$ cat src/rtl/ws2811_serial_rx_pkg.sv
// Shared WS2811 constants and the receiver state encoding.
package ws2811_serial_rx_pkg;

    localparam int WS2811_WORD_BITS = 24;

    // Default line timing in clk cycles at 50 MHz, shared with the transmitter.
    localparam int T0H       = 12;
    localparam int T1H       = 30;
    localparam int T0L       = 50;
    localparam int T1L       = 32;
    localparam int RESET_LOW = 2500;

    typedef enum logic [2:0] {
        ST_IDLE = 3'd0,
        ST_HIGH = 3'd1,
        ST_LOW  = 3'd2,
        ST_PASS = 3'd3,
        ST_ERR  = 3'd4
    } rx_state_t;

endpackage

$ cat src/rtl/ws2811_serial_rx_pulse_meter.sv
// Synchronizes the WS2811 line, detects edges and measures high/low run lengths.
module ws2811_serial_rx_pulse_meter #(
    parameter int MAX_HIGH  = 80,
    parameter int RESET_LOW = 2500,
    parameter int CNT_W     = 12
) (
    input  logic             clock,
    input  logic             reset,
    input  logic             serial_in,
    output logic             s,
    output logic             rise,
    output logic             fall,
    output logic [CNT_W-1:0] hcnt,
    output logic [CNT_W-1:0] lcnt
);

    logic s_meta;
    logic s_d;

    always_ff @(posedge clock or posedge reset) begin
        if (reset) begin
            s_meta <= 1'b0;
            s      <= 1'b0;
            s_d    <= 1'b0;
        end else begin
            s_meta <= serial_in;
            s      <= s_meta;
            s_d    <= s;
        end
    end

    assign rise = s & ~s_d;
    assign fall = ~s & s_d;

    // At a fall, hcnt equals the width of the high run; at a rise, lcnt the low run.
    always_ff @(posedge clock or posedge reset) begin
        if (reset) begin
            hcnt <= '0;
            lcnt <= '0;
        end else begin
            if (rise)
                hcnt <= CNT_W'(1);
            else if (!s)
                hcnt <= '0;
            else if (hcnt != CNT_W'(MAX_HIGH))
                hcnt <= hcnt + CNT_W'(1);

            if (fall)
                lcnt <= CNT_W'(1);
            else if (s)
                lcnt <= '0;
            else if (lcnt != CNT_W'(RESET_LOW))
                lcnt <= lcnt + CNT_W'(1);
        end
    end

endmodule

$ cat src/rtl/ws2811_serial_rx.sv
// WS2811 pixel emulator: captures the first 24-bit word after a latch gap,
// then repeats the rest of the frame on serial_out.
//
//   state | meaning
//   IDLE  | waiting for the first rising edge of a frame
//   HIGH  | measuring a data high pulse
//   LOW   | between bits of our own word, watching for a latch gap
//   PASS  | word captured, forwarding the line downstream
//   ERR   | timing violation seen, ignoring the line until a latch gap
module ws2811_serial_rx
    import ws2811_serial_rx_pkg::*;
#(
    parameter int BIT_THRESH = 21,
    parameter int MIN_HIGH   = 4,
    parameter int MAX_HIGH   = 80,
    parameter int RESET_LOW  = ws2811_serial_rx_pkg::RESET_LOW,
    parameter int CNT_W      = 12
) (
    input  logic        clock,
    input  logic        reset,
    input  logic        serial_in,
    output logic [23:0] rgb_data,
    output logic        word_valid,
    output logic        latch,
    output logic        serial_out,
    output logic        bit_error,
    output logic        db_serial
);

    logic             s;
    logic             rise;
    logic             fall;
    logic [CNT_W-1:0] hcnt;
    logic [CNT_W-1:0] lcnt;

    rx_state_t   state, state_nxt;
    logic [4:0]  bit_cnt, bit_cnt_nxt;
    logic [22:0] shift_reg, shift_nxt;
    logic [23:0] rgb_nxt;
    logic        word_valid_nxt;
    logic        latch_nxt;
    logic        serial_out_nxt;
    logic        bit_error_nxt;
    logic        err_set;
    logic        err_clr;
    logic        bit_val;
    logic        gap_done;

    ws2811_serial_rx_pulse_meter #(
        .MAX_HIGH (MAX_HIGH),
        .RESET_LOW(RESET_LOW),
        .CNT_W    (CNT_W)
    ) u_meter (
        .clock    (clock),
        .reset    (reset),
        .serial_in(serial_in),
        .s        (s),
        .rise     (rise),
        .fall     (fall),
        .hcnt     (hcnt),
        .lcnt     (lcnt)
    );

    assign db_serial = s;
    assign bit_val   = (hcnt >= CNT_W'(BIT_THRESH));
    assign gap_done  = (lcnt == CNT_W'(RESET_LOW));

    always_comb begin
        state_nxt      = state;
        bit_cnt_nxt    = bit_cnt;
        shift_nxt      = shift_reg;
        rgb_nxt        = rgb_data;
        word_valid_nxt = 1'b0;
        latch_nxt      = 1'b0;
        serial_out_nxt = 1'b0;
        err_set        = 1'b0;
        err_clr        = 1'b0;

        unique case (state)
            ST_IDLE: begin
                bit_cnt_nxt = '0;
                if (rise)
                    state_nxt = ST_HIGH;
            end
            ST_HIGH: begin
                if (hcnt == CNT_W'(MAX_HIGH)) begin
                    err_set   = 1'b1;
                    state_nxt = ST_ERR;
                end else if (fall) begin
                    if (hcnt < CNT_W'(MIN_HIGH)) begin
                        err_set   = 1'b1;
                        state_nxt = ST_ERR;
                    end else begin
                        shift_nxt   = {shift_reg[21:0], bit_val};
                        bit_cnt_nxt = bit_cnt + 5'd1;
                        if (bit_cnt == 5'(WS2811_WORD_BITS - 1)) begin
                            rgb_nxt        = {shift_reg, bit_val};
                            word_valid_nxt = 1'b1;
                            state_nxt      = ST_PASS;
                        end else begin
                            state_nxt = ST_LOW;
                        end
                    end
                end
            end
            ST_LOW: begin
                // The gap wins over a coincident rise; that rise is dropped.
                if (gap_done) begin
                    latch_nxt   = 1'b1;
                    err_clr     = 1'b1;
                    err_set     = (bit_cnt != 5'd0);
                    bit_cnt_nxt = '0;
                    state_nxt   = ST_IDLE;
                end else if (rise) begin
                    state_nxt = ST_HIGH;
                end
            end
            ST_PASS: begin
                serial_out_nxt = s;
                if (gap_done) begin
                    latch_nxt = 1'b1;
                    err_clr   = 1'b1;
                    state_nxt = ST_IDLE;
                end
            end
            ST_ERR: begin
                if (gap_done) begin
                    latch_nxt = 1'b1;
                    err_clr   = 1'b1;
                    state_nxt = ST_IDLE;
                end
            end
            default: state_nxt = ST_IDLE;
        endcase

        bit_error_nxt = err_set | (bit_error & ~err_clr);
    end

    always_ff @(posedge clock or posedge reset) begin
        if (reset) begin
            state      <= ST_IDLE;
            bit_cnt    <= '0;
            shift_reg  <= '0;
            rgb_data   <= '0;
            word_valid <= 1'b0;
            latch      <= 1'b0;
            serial_out <= 1'b0;
            bit_error  <= 1'b0;
        end else begin
            state      <= state_nxt;
            bit_cnt    <= bit_cnt_nxt;
            shift_reg  <= shift_nxt;
            rgb_data   <= rgb_nxt;
            word_valid <= word_valid_nxt;
            latch      <= latch_nxt;
            serial_out <= serial_out_nxt;
            bit_error  <= bit_error_nxt;
        end
    end

endmodule
$ cat config.mk
export PLATFORM = sky130hd
export DESIGN_NAME = ws2811_serial_rx
export DESIGN_NICKNAME = d
export VERILOG_FILES = /design/src/rtl/ws2811_serial_rx_pkg.sv /design/src/rtl/ws2811_serial_rx_pulse_meter.sv /design/src/rtl/ws2811_serial_rx.sv
export SDC_FILE = /design/constraint.sdc
export NUM_CORES = 1
export LEC_CHECK = 0
export ABC_AREA = 1
export ABC_CLOCK_PERIOD_IN_PS = 3100
export BUFFER_PORTS_ARGS = -buffer_cell sky130_fd_sc_hd__buf_2
export CAP_MARGIN = 20
export CORE_ASPECT_RATIO = 0.7
export CORE_UTILIZATION = 40
export DETAILED_ROUTE_END_ITERATION = 12
export HOLD_SLACK_MARGIN = 0.06
export PLACE_DENSITY_LB_ADDON = 0.12
export SYNTH_ARGS = -nofsm -noshare
export SYNTH_HDL_FRONTEND = slang
export SYNTH_SLANG_ARGS = --single-unit
export TNS_END_PERCENT = 30
$ cat constraint.sdc
create_clock -name clock -period 3.1 [get_ports clock]
set_input_delay 0.465 -clock clock [delete_from_list [all_inputs] [get_ports clock]]
set_output_delay 0.465 -clock clock [all_outputs]
set_load 0.01 [all_outputs]
==> results.txt <==
- Post-synth EDFFs: 0
- TritonCTS clock tree: built
* Worst r2r path cells: 7
* Fraction of final layout cells with drive strength greater than 1: 12.4%
- Most common flop cell mapped by yosys: sky130_fd_sc_hd__dfrtp_1
- Cell at the slowest stage of the critical path: sky130_fd_sc_hd__inv_2
- Total negative slack: 0 ns
* Drt pass-1 iters: 5
* Number of instances in the placed design: 627
- In this design, the stage delay of the slowest critical-path cell is 0.57 ns.
- # clock sinks: 86
- Largest register FFs: 24
* Data arrival time at the worst-slack endpoint: 2.49 ns
- Synthesized-area fraction occupied by xor and xnor cells: 1.31%
- Clock latency on the worst-skew pair, taken at its later pin, is 0.34 ns.
- Final critical delay including setup and external delays: 2.22 ns
- Worst setup slack for register-to-register paths: 0.88 ns
- Most common library cell in the layout ignoring fill and taps: sky130_fd_sc_hd__nand2_1
- Worst-Margin Slew: 0.701 ns
- Worst R2R Start: u_meter.s
- Number of endpoints with negative hold slack in the final report: 0
* Die Height: 85.9 um
* Number of routed nets with antenna violations: 0
- Post-synthesis compound-gate area fraction: 7.59%
* Layout overhead on the synthesized area: 13.5%
- In this run the power density over the cells is 530 nW/um^2.
- The routed layout has 3088 vias.
- STA classifies the critical path endpoint as a register.
* Inserted Clock Buffers: 9
* Post-CTS repair timing setup buffer count: 0
- By area, the combinational part of the netlist is dominated by simple AND/OR/NAND/NOR gates.
- After clock tree synthesis, the flow added hold-fix buffers numbering 0.
- Entering global routing, the biggest net connects 87 pins.
- The Yosys step of the flow raised 0 warnings.
* Synthesized netlist cell count: 479
- Clock slew at the register clock pins of the worst setup and hold paths: 0.06 ns
* Grt ovf: 0
* Critical-path cell list: nor2_2 > inv_1 > nor2_4 > nand3_4 > inv_2 > nand3_1 > nand2_1
- After clock tree synthesis, the repair step resized 0 gates.
- Overall routing resource usage: 18.1%
* Number of DRC violations after detailed-routing iteration 0: 166
* Reported leakage power: 2.41 nW
- The worst-case IR drop observed on VDD is 0.000266 V.
- Maximum count of clock buffers along a single path: 2
- Required time worst endpoint: 3.38 ns
* Post-Synthesis Net Count: 490
- Detailed-placement wirelength estimate: 5.56 mm
- In the layout the commonest cells are 136 x sky130_fd_sc_hd__nand2_1, 86 x sky130_fd_sc_hd__dfrtp_1, 56 x sky130_fd_sc_hd__inv_1, 51 x sky130_fd_sc_hd__nand3_1, 35 x sky130_fd_sc_hd__o21ai_0.
- Destination of the worst register-to-register timing path: rgb_data[17]
- The repair_antennas step left the layout with diodes totalling 0.
- For this run, the post-layout net count is 521.
* Starting utilization of the core area: 41.4%
* Critical-path maximum fanout: 48
- Simple-gate portion of the synthesized area: 27.3%
* Clock root cell: sky130_fd_sc_hd__clkbuf_16
- STA classifies the critical path startpoint as a register.
- Pins Over Slew Limit: 0
* Routability congestion estimate: 0.858
* DR vias/cell: 4.80
- After floorplanning, the core was sized to cover 9720 um^2.
* Portion of the post-synthesis area used by sequential elements: 53.5%
- Power consumption: 2.42 mW
* Share of cell area taken by muxes after synthesis: 0%
- Average footprint of a synthesized cell: 8.40 um^2
* Setup repair after global routing missed its margin: false
- DRC violation count after routing: 0
- Number of synthesized register bits: 86
- Achievable Freq: 0.451 GHz
- Vias in the first global route: 2948
* Die X-Extent: 122 um
- Max-cap violations in this run came to 0.
- Final wirelength: 8.23 mm
- Dividing the final minimum period by the clock period gives 71.5%.
- 32 I/O pins were placed.
* Layout Skew: 0.0112 ns
- The number of different library cells used by synthesis comes to 32.
- Std cell rows: 30
- Max-slew headroom: 53.1%
- Count of buffers from port buffering: 31
- Final standard cell count with taps included and fillers excluded: 643
- After detailed routing, the average wire length per cell comes to 12.8 um.
* Crit Path Category: register to register
- After synthesis the cells add up to 4020 um^2.
- Worst hold-check path type: primary input to async pin
- Wire length of the first global-routing pass: 14.5 mm
- Number of failing setup endpoints in the final timing report: 0
- Status: completed
- Overall die area: 10500 um^2
* Area share of fa/ha/maj cells after synthesis: 2.49%
* Maximum level of the CTS H-tree: 3
- FFs w/ async S/R, synth: 100%
- The initial antenna violation count was 0.
how the worst max path moves through the flow:
stage               startpoint      endpoint  slack, ns  cells after the start
2_1_floorplan            reset    bit_cnt[0]       0.41                      1
3_3_place_gp         u_meter.s  rgb_data[17]       0.92                      7
3_5_place_dp         u_meter.s  rgb_data[17]       0.87                      7
4_1_cts              u_meter.s  rgb_data[17]       0.86                      7
5_1_grt        u_meter.hcnt[0]  rgb_data[17]       0.63                      9
6_report             u_meter.s  rgb_data[17]       0.88                      7
Yosys cell counts, types with 5 or more instances:
master / count / area (um^2)
sky130_fd_sc_hd__nand2_1: 136 / 510
sky130_fd_sc_hd__dfrtp_1: 86 / 2150
sky130_fd_sc_hd__inv_1: 57 / 214
sky130_fd_sc_hd__nand3_1: 51 / 255
sky130_fd_sc_hd__o21ai_0: 35 / 175
sky130_fd_sc_hd__nor2_1: 33 / 124
sky130_fd_sc_hd__a21oi_1: 11 / 55.1
sky130_fd_sc_hd__nor3_1: 10 / 50.1
sky130_fd_sc_hd__buf_2: 8 / 40.0
sky130_fd_sc_hd__ha_1: 8 / 100
sky130_fd_sc_hd__inv_2: 5 / 18.8
sky130_fd_sc_hd__nand4_1: 5 / 31.3
sky130_fd_sc_hd__xor2_1: 5 / 43.8
layout make-up:
class                      count  area, um^2
multi-input combinational    318        1560
timing repair buffer          33         183
inverter                      62         234
tap                          128         160
fill                         954        5160
clock inverter                 3        18.8
clock buffer                  13         260
sequential                    86        2150
cell families after synthesis:
group                      after synthesis
DFF                                     86
buffers and inverters                   75
xor gates and xnor gates                 6
and+or+nand+nor                        248
AOI/OAI and AO/OA                       56
adders and majority gates                8
power by group:
| part | internal (mW) | switching (mW) | total, mW |
|---|---|---|---|
| clock network | 0.586 | 0.433 | 1.02 |
| logic | 0.0621 | 0.168 | 0.230 |
| registers | 1.14 | 0.0292 | 1.17 |
| total | 1.79 | 0.630 | 2.42 |
per-layer routing:
| metal | track usage [%] | up-vias | wire length [um] |
|---|---|---|---|
| met1 | 27.7 | 1435 | 4610 |
| met2 | 23.4 | 60 | 3230 |
| met5 | 0 | - | 0 |
| met3 | 5.12 | 6 | 332 |
| li1 | - | 1587 | - |
| met4 | 7.41 | 0 | 63 |
critical path, delay by kind of cell (launching register included):
family                 cells  cell delay [ns]
and+or+nand+nor            5             0.95
buffers and inverters      2             0.67
DFF                        1             0.52
per-stage QoR:
| stage | cell area [um^2] | util, % | hold slack [ns] | setup WS (ns) |
|---|---|---|---|---|
| after floorplan | 4020 | - | 0.331 | 0.413 |
| after global placement | 4280 | 44.1 | 0.369 | 0.922 |
| after detailed placement | 4280 | 44.1 | 0.348 | 0.872 |
| after CTS | 4560 | 46.9 | 0.215 | 0.861 |
| after global routing | 4560 | 46.9 | 0.213 | 0.630 |
| final | 4560 | 46.9 | 0.197 | 0.884 |
Note: power is estimated with default switching activity, not from simulation.
